[config.mk]
export PLATFORM = sky130hd
export DESIGN_NAME = uart_tx_feeder_flat
export DESIGN_NICKNAME = d
export VERILOG_FILES = /design/src/rtl/uart_tx_feeder_if.sv /design/src/rtl/uart_tx_feeder.sv /design/src/flat_wrapper.sv
export SDC_FILE = /design/constraint.sdc
export NUM_CORES = 1
export LEC_CHECK = 0
export CAP_MARGIN = 25
export CORE_MARGIN = 1.5
export CORE_UTILIZATION = 61
export CTS_BUF_LIST = sky130_fd_sc_hd__clkbuf_4
export CTS_CLUSTER_SIZE = 8
export DETAILED_ROUTE_END_ITERATION = 10
export PLACE_DENSITY_LB_ADDON = 0.08
export REMOVE_ABC_BUFFERS = 1
export SYNTH_ARGS = -nofsm -noshare
export SYNTH_HDL_FRONTEND = slang
export SYNTH_SLANG_ARGS = --single-unit
[constraint.sdc]
create_clock -name clk -period 4.05 [get_ports clk]
set_clock_uncertainty 0.15 [all_clocks]
set_input_delay 1.0125 -clock clk [delete_from_list [all_inputs] [get_ports clk]]
set_output_delay 1.0125 -clock clk [all_outputs]
set_load 0.01 [all_outputs]
[src/rtl/uart_tx_feeder_if.sv]
// Write-port and transmitter-side signals of the UART feeder.
// slave is the feeder's view; master is the environment's view.
interface uart_tx_feeder_if;
  logic       i_wr_valid;
  logic [7:0] i_wr_data;
  logic       o_wr_ready;
  logic       o_tx_start;
  logic [7:0] o_tx_data;
  logic       i_tx_done;

  modport master (
    output i_wr_valid, i_wr_data, i_tx_done,
    input  o_wr_ready, o_tx_start, o_tx_data
  );

  modport slave (
    input  i_wr_valid, i_wr_data, i_tx_done,
    output o_wr_ready, o_tx_start, o_tx_data
  );
endinterface

[src/rtl/uart_tx_feeder.sv]
// Byte FIFO plus frame scheduler in front of a UART transmitter: presents one
// byte per frame with a single-cycle start, waits for the transmitter's done
// (or a watchdog timeout), then enforces a minimum gap before the next byte.
module uart_tx_feeder #(
  parameter int unsigned AW          = 4,
  parameter int unsigned GAP_CYCLES  = 2,
  parameter int unsigned TO_W        = 20,
  parameter int unsigned TIMEOUT_CYC = 100000
) (
  input  logic              clk,
  input  logic              rst_n,
  uart_tx_feeder_if.slave   bus,
  input  logic              i_flush,
  output logic [AW:0]       o_level,
  output logic              o_busy,
  output logic              o_timeout_err,
  input  logic              i_err_clr
);

  localparam int unsigned DEPTH   = 1 << AW;
  localparam int unsigned GAP_EFF = (GAP_CYCLES < 2) ? 2 : GAP_CYCLES;
  localparam int unsigned GW      = $clog2(GAP_EFF + 1);
  localparam logic [TO_W-1:0] WD_LAST  = TO_W'(TIMEOUT_CYC - 1);
  localparam logic [GW-1:0]   GAP_LAST = GW'(GAP_EFF - 1);

  typedef enum logic [1:0] {
    S_IDLE,
    S_LOAD,
    S_WAIT,
    S_GAP
  } state_e;

  state_e          state_q, state_d;
  logic [AW:0]     wr_ptr_q, wr_ptr_d;
  logic [AW:0]     rd_ptr_q, rd_ptr_d;
  logic [7:0]      mem_q [DEPTH];
  logic [7:0]      tx_data_q, tx_data_d;
  logic            tx_start_q, tx_start_d;
  logic            done_q, done_d;
  logic            err_q, err_d;
  logic [TO_W-1:0] wd_q, wd_d;
  logic [GW-1:0]   gap_q, gap_d;

  logic empty, full, wr_ready, push, pop, done_rise, wd_fire;

  assign empty     = (wr_ptr_q == rd_ptr_q);
  assign full      = (wr_ptr_q[AW] != rd_ptr_q[AW]) &&
                     (wr_ptr_q[AW-1:0] == rd_ptr_q[AW-1:0]);
  assign wr_ready  = !full && !i_flush;
  assign push      = bus.i_wr_valid && wr_ready;
  assign done_rise = bus.i_tx_done && !done_q;

  assign o_level        = wr_ptr_q - rd_ptr_q;
  assign o_busy         = (state_q != S_IDLE) || !empty;
  assign o_timeout_err  = err_q;
  assign bus.o_wr_ready = wr_ready;
  assign bus.o_tx_start = tx_start_q;
  assign bus.o_tx_data  = tx_data_q;

  // Frame scheduler: next state, byte capture, start pulse, watchdog and gap counters.
  always_comb begin
    state_d    = state_q;
    tx_data_d  = tx_data_q;
    tx_start_d = 1'b0;
    wd_d       = wd_q;
    gap_d      = gap_q;
    pop        = 1'b0;
    wd_fire    = 1'b0;
    case (state_q)
      S_IDLE: begin
        if (!empty) begin
          state_d   = S_LOAD;
          tx_data_d = mem_q[rd_ptr_q[AW-1:0]];
          pop       = 1'b1;
        end
      end
      S_LOAD: begin
        state_d    = S_WAIT;
        tx_start_d = 1'b1;
        wd_d       = '0;
      end
      S_WAIT: begin
        if (done_rise) begin
          state_d = S_GAP;
          gap_d   = '0;
        end else if (wd_q == WD_LAST) begin
          state_d = S_GAP;
          gap_d   = '0;
          wd_fire = 1'b1;
        end else begin
          wd_d = wd_q + 1'b1;
        end
      end
      S_GAP: begin
        if (gap_q == GAP_LAST) begin
          state_d = S_IDLE;
        end else begin
          gap_d = gap_q + 1'b1;
        end
      end
      default: state_d = S_IDLE;
    endcase
  end

  // FIFO pointers, done edge tracking and sticky timeout flag.
  always_comb begin
    wr_ptr_d = wr_ptr_q;
    rd_ptr_d = rd_ptr_q;
    if (push) wr_ptr_d = wr_ptr_q + 1'b1;
    if (pop)  rd_ptr_d = rd_ptr_q + 1'b1;
    // Flush blocks writes, so equalising to the current write pointer empties the queue.
    if (i_flush) rd_ptr_d = wr_ptr_q;
    done_d = bus.i_tx_done;
    if (wd_fire)        err_d = 1'b1;
    else if (i_err_clr) err_d = 1'b0;
    else                err_d = err_q;
  end

  // State and control registers with asynchronous active-low reset.
  always_ff @(posedge clk or negedge rst_n) begin
    if (!rst_n) begin
      state_q    <= S_IDLE;
      wr_ptr_q   <= '0;
      rd_ptr_q   <= '0;
      tx_data_q  <= '0;
      tx_start_q <= 1'b0;
      done_q     <= 1'b0;
      err_q      <= 1'b0;
      wd_q       <= '0;
      gap_q      <= '0;
    end else begin
      state_q    <= state_d;
      wr_ptr_q   <= wr_ptr_d;
      rd_ptr_q   <= rd_ptr_d;
      tx_data_q  <= tx_data_d;
      tx_start_q <= tx_start_d;
      done_q     <= done_d;
      err_q      <= err_d;
      wd_q       <= wd_d;
      gap_q      <= gap_d;
    end
  end

  // FIFO storage write on accepted push.
  always_ff @(posedge clk) begin
    if (push) mem_q[wr_ptr_q[AW-1:0]] <= bus.i_wr_data;
  end

endmodule

[src/flat_wrapper.sv]
// flat-port wrapper written by rule: the top's interface ports become plain ports
module uart_tx_feeder_flat 
#(
  parameter int unsigned AW          = 4,
  parameter int unsigned GAP_CYCLES  = 2,
  parameter int unsigned TO_W        = 20,
  parameter int unsigned TIMEOUT_CYC = 100000
)
  (clk, rst_n, i_flush, o_level, o_busy, o_timeout_err, i_err_clr, bus_i_wr_valid, bus_i_wr_data, bus_i_tx_done, bus_o_wr_ready, bus_o_tx_start, bus_o_tx_data);
  uart_tx_feeder_if bus_i ();
  input  logic clk;
  input  logic rst_n;
  input  logic i_flush;
  output logic [AW:0] o_level;
  output logic o_busy;
  output logic o_timeout_err;
  input  logic i_err_clr;
  input wire logic [$bits(bus_i.i_wr_valid)-1:0] bus_i_wr_valid;
  input wire logic [$bits(bus_i.i_wr_data)-1:0] bus_i_wr_data;
  input wire logic [$bits(bus_i.i_tx_done)-1:0] bus_i_tx_done;
  output wire logic [$bits(bus_i.o_wr_ready)-1:0] bus_o_wr_ready;
  output wire logic [$bits(bus_i.o_tx_start)-1:0] bus_o_tx_start;
  output wire logic [$bits(bus_i.o_tx_data)-1:0] bus_o_tx_data;
  assign bus_i.i_wr_valid = bus_i_wr_valid;
  assign bus_i.i_wr_data = bus_i_wr_data;
  assign bus_i.i_tx_done = bus_i_tx_done;
  assign bus_o_wr_ready = bus_i.o_wr_ready;
  assign bus_o_tx_start = bus_i.o_tx_start;
  assign bus_o_tx_data = bus_i.o_tx_data;
  uart_tx_feeder #(.AW(AW), .GAP_CYCLES(GAP_CYCLES), .TO_W(TO_W), .TIMEOUT_CYC(TIMEOUT_CYC)) u_core (.clk(clk), .rst_n(rst_n), .bus(bus_i), .i_flush(i_flush), .o_level(o_level), .o_busy(o_busy), .o_timeout_err(o_timeout_err), .i_err_clr(i_err_clr));
endmodule
Word-level counts from Yosys, hierarchy flattened. Memories as Yosys holds them, arrays and structs flattened. A register that Yosys moved wholly into a read port is not among the register bits. Index checks and enable logic that the tools add are counted. W data, S select, Z words.

$add $sub $neg: 5. Equal/unequal tests: 14. Mux-type cells: 24. Bitwise logic cells: 1. Reductions and logical operators: 20.

Operator list (count): $mux W20 (2); $pmux W20 S2 (1); $add A20 B1 Y20 const B (1); $eq A20 B17 Y1 const B (1); $mux W2 (7); $add A5 B1 Y5 const B (2); $mux W1 (10); $mux W5 (2); $reduce_bool A2 Y1 (5); $reduce_and A3 Y1 (3); $ne A2 B2 Y1 const B (4); $pmux W2 S4 (1); $eq A5 B5 Y1 (1); $logic_not A1 Y1 (5); $sub A5 B5 Y5 (1); $eq A2 B1 Y1 const B (2); $eq A2 B2 Y1 const B (2); $eq A4 B4 Y1 (1); $logic_and A1 B1 Y1 (4); $pmux W2 S2 (1); $ne A3 B1 Y1 const B (1); $add A2 B1 Y2 const B (1); $logic_not A2 Y1 (1); $ne A2 B1 Y1 const B (1); 4 further kinds (4).

Register bits: 37. Bits in writable memories: 128. Input port bits: 14. Output and inout bits: 17. Word-level logic and storage cells: 73. Memories kept: 1.

Memories: u_core.mem_q (depth 16, width 8, rd ports 1, clocked after memory_dff 1, wr ports 1, line uart_tx_feeder.sv:36) `logic [7:0] mem_q [DEPTH];`.

Depth between registers and ports, before layout.
Depth after elaboration: 7. Mapped depth: 9. Depth with buffers taken out: 7.

Worst setup path before layout. Ideal clock, no wire load.

Kind: reg2reg. Start: register u_core.rd_ptr_q[1]. End: memory u_core.mem_q[2][0], enable pin. Setup time: 0.383 ns. Arrival time: 2.493 ns. Data required time: 3.517 ns. Slack: 1.024 ns. Cell stages (with the launch flop): 8. Path buffers: 1. Period minus slack after synthesis: 3.026 ns. Path through: dfrtp_1 buf_1 inv_1 ha_1 and4_4 a211oi_4 nand2_1 nor3_1.

Longest elaborated chain between the ends: 7.

RTL lines: start, declared (line uart_tx_feeder.sv:35) `logic [AW:0] rd_ptr_q, rd_ptr_d;`; start signal, assigned (line uart_tx_feeder.sv:134) `rd_ptr_q <= rd_ptr_d;`; $eq A4 B4 Y1 (line uart_tx_feeder.sv:48) `(wr_ptr_q[AW-1:0] == rd_ptr_q[AW-1:0]);`; $logic_and A1 B1 Y1 (line uart_tx_feeder.sv:47) `assign full = (wr_ptr_q[AW] != rd_ptr_q[AW]) &&`; $logic_not A1 Y1 (line uart_tx_feeder.sv:49) `assign wr_ready = !full && !i_flush;`; $logic_and A1 B1 Y1 (line uart_tx_feeder.sv:49); $logic_and A1 B1 Y1 (line uart_tx_feeder.sv:50) `assign push = bus.i_wr_valid && wr_ready;`; $mux W1 (line uart_tx_feeder.sv:146) `if (push) mem_q[wr_ptr_q[AW-1:0]] <= bus.i_wr_data;`; $mux W1 (implied by the code) (line uart_tx_feeder.sv:146); end, declared (line uart_tx_feeder.sv:36).

Every way passes these cells.

Worst setup path after layout.
Start: register u_core.rd_ptr_q[2]. End: output o_busy.

Longest elaborated chain between the ends: 3.

RTL lines: $eq A5 B5 Y1 (line uart_tx_feeder.sv:46) `assign empty = (wr_ptr_q == rd_ptr_q);`; $logic_not A1 Y1 (line uart_tx_feeder.sv:54) `assign o_busy = (state_q != S_IDLE) || !empty;`; $logic_or A1 B1 Y1 (line uart_tx_feeder.sv:54); end, declared (line flat_wrapper.sv:15) `output logic o_busy;`.

Every way passes these cells.

==> run_results.csv <==
group,metric,value,unit
cts,cts_max_level,4,
global_routing,grt_pass1_vias,4274,
cts,clk_latency,580,ps
timing,layout_setup_ws,249.9,ps
cts,cts_root_buffer,"clkbuf_4",
timing,rsz0062_at_grt,"false",
floorplan,io_pins,31,
min_path,min-delay-path-class,"input port to async pin",
synth,ys_ff_latch,173,
timing,fin_crit,3800,ps
synth,yosysTopAreaCell,"edfxtp_1",
synth,synth-edff-count,128,
finish,diodes,0,
synth,syn-cell-area,0.007491,mm2
flow_run,max_cap_viol_count,0,
placement,pre_cts_ws,635.1,ps
power_and_ir_drop,peakVddDrop,517.3,uV
finish,fillers,810,
global_routing,antenna_found_initial,0,
floorplan,rows,40,
route,wire_per_inst,21.39,um
global_routing,grt_usage,25.33,%
cts,cts_tree,"yes",
floorplan,core-area,0.01201,mm2
power_and_ir_drop,leakage,2.965,nW
power_and_ir_drop,p_total,5.418,mW
route,drc_errors,0,
power_and_ir_drop,powerDensity,654.6,mW/mm2
synth,synth_top_cells_by_area,"edfxtp_1 (51%), dfrtp_1 (15%), mux4_2 (5.4%)",
synth,synth.most_common_cell,"edfxtp_1",
synth,synth-async-reset-ratio,26.01,%
floorplan,start_util,62.36,%
cts,cts_hold_buf,0,
finish,drive_gt1_share,14.16,%
synth,yosysWarnings,0,
setup_path,reg2regPathDepth,6,
route,routed_wl,15230,um
synth,synthTopCellsByCount,"edfxtp_1 (128), dfrtp_1 (45), nor2_1 (38)",
timing,slew_viol_final,0,
route,vias_per_cell,6.305,
placement,dp_hpwl,10380,um
synth,avgSynthCellArea,14.69,um2
placement,placed_cells,679,
synth,yosysSeqAreaShare,66.34,%
floorplan,die-width,113.8,um
floorplan,fp.dieArea,0.01295,mm2
global_routing,top_usage_layer,"met1",
synth,synth-main-ff-cell,"edfxtp_1",
route,dr.first_iter.drc_count,456,
finish,fin_area,0.008277,mm2
cts,cts_buffers,17,
placement,place_area,0.007973,mm2
timing,relSlewSlack,42.26,%
global_routing,grt-ovfl-total,0,
floorplan,die_h,113.8,um
global_routing,use_met1,37.67,%
finish,fin_cells,712,
finish,fin_nets,582,
placement,gp_congestion,0.8199,
setup_path,cpPeakStageDelay,510,ps
global_routing,grt_max_degree,50,
global_routing,use_met3,6.270,%
global_routing,grt_first_pass_wirelength,23880,um
timing,holdWs,106.6,ps
setup_path,worstPathCellList,"clkinv_1, ha_1, and4_4, nand3_1, clkdlybuf4s50_1",
setup_path,path_class,"register to output port",
timing,setup_tns,0,ps
setup_path,cp_max_fo,7,
finish,syn_to_final_growth,10.49,%
timing,clock.fmax,263.2,MHz
route,vias,4489,
setup_path,cp-start-kind,"register",
cts,clockBufferDepth,2,
cts,clk_pin_slew,150,ps
synth,synth_top_cell_area_share,51.31,%
synth,synthesis.instances,510,
cts,cts.sinks,173,
finish,fin_util,68.91,%
route,drt_first_pass_iters,7,
setup_path,cp_slowest_cell,"clkdlybuf4s50_1",
timing,setup_violations,0,
route,ant_nets,0,
setup_path,cp-end-kind,"output port",
setup_path,crit_arrival,2640,ps
outcome,outcome,"finished, final reports clean",
setup_path,worstPathRequired,2890,ps
placement,io_buffers,30,
timing,worstMarginPinSlew,866.1,ps
global_routing,use_met2,37.59,%
timing,period_share,93.83,%
timing,hold_viol,0,
synth,synth.distinct_cells,58,
## placed cells by master, fill, tap and decap left out, drive strengths merged, types with 5 or more instances in the layout
master           n
a21o             7
a21oi           11
a22oi            7
a31oi            9
buf             13
clkbuf          18
clkdlybuf4s50   28
clkinv           5
dfrtp           45
edfxtp         128
ha              15
inv             20
mux2i           30
mux4            18
nand2           38
nand3           16
nand4            9
nor2            41
nor3             7
o21ai           18
o22ai           15
o31ai            9
xnor2           10
## state kept, by name (all words and copies together), names as in the netlist
name,cells
u_core.bus.o_tx_data,8
u_core.bus.o_tx_start,1
u_core.done_q,1
u_core.gap_q,2
u_core.mem_q,128
u_core.o_timeout_err,1
u_core.rd_ptr_q,5
u_core.state_q,2
u_core.wd_q,20
u_core.wr_ptr_q,5
## worst paths after layout
check	start	end	slack (ps)
worst min register to register	u_core.wd_q[10]$_DFFE_PN0P_	u_core.wd_q[10]$_DFFE_PN0P_	350
min in group clk	u_core.wd_q[10]$_DFFE_PN0P_	u_core.wd_q[10]$_DFFE_PN0P_	350
worst min-delay path	rst_n	u_core.bus.o_tx_data[7]$_DFFE_PN0P_	110
worst max-delay path	u_core.rd_ptr_q[2]$_DFFE_PN0P_	o_busy	250
max in group asynchronous	rst_n	u_core.rd_ptr_q[0]$_DFFE_PN0P_	3130
worst max register to register	u_core.rd_ptr_q[3]$_DFFE_PN0P_	u_core.mem_q[14][2]$_DFFE_PP_	940
## worst max-delay path, delay by kind of cell (launching register included)
family        cells  cell delay [ps]
buf+inv           2              750
fa+ha+maj         1              450
simple gates      2              430
flops             1              420
## power by group
group	total [mW]	internal [mW]	switching (mW)	leakage (nW)
Sequential	2.23	2.10	0.135	1.73
Combinational	2.18	0.953	1.23	1.08
Clock	1.00	0.387	0.617	0.155
Total	5.42	3.44	1.98	2.97
## layer usage
metal  up-vias  wire [um]  share of wire [%]
met1      2244       6884                 45
li1       2066          -                  -
met3        23        875                5.7
met5         -          0                  0
met2       156       7174                 47
met4         0        299                2.0
## area by class of cell
type                       count  area (um2)  area share (%)
sequential                   173        4971           60.06
multi-input combinational    303        2371           28.65
timing repair buffer          42       400.4           4.837
tap                          147       183.9           2.222
clock inverter                14       158.9           1.920
clock buffer                  18       135.1           1.633
inverter                      15       56.30          0.6803
## kinds of logic (layout without fill, tap and decap cells)
group           count (synthesis)  after routing  share of synthesized area [%]
fa+ha+maj                      16             16                          2.773
xor+xnor                       14             14                          1.637
mux                            49             49                          9.571
simple gates                  130            130                          8.936
buf+inv                        34             89                          2.004
flops                         173            173                          66.34
compound gates                 94             94                          8.736
## timing repair
item	4_1_cts	5_1_grt
resized for setup	0	1
buffers inserted	1	0
endpoints found under the setup margin	1	1
pin swaps	0	0
Power figures use the tool's default switching activity.
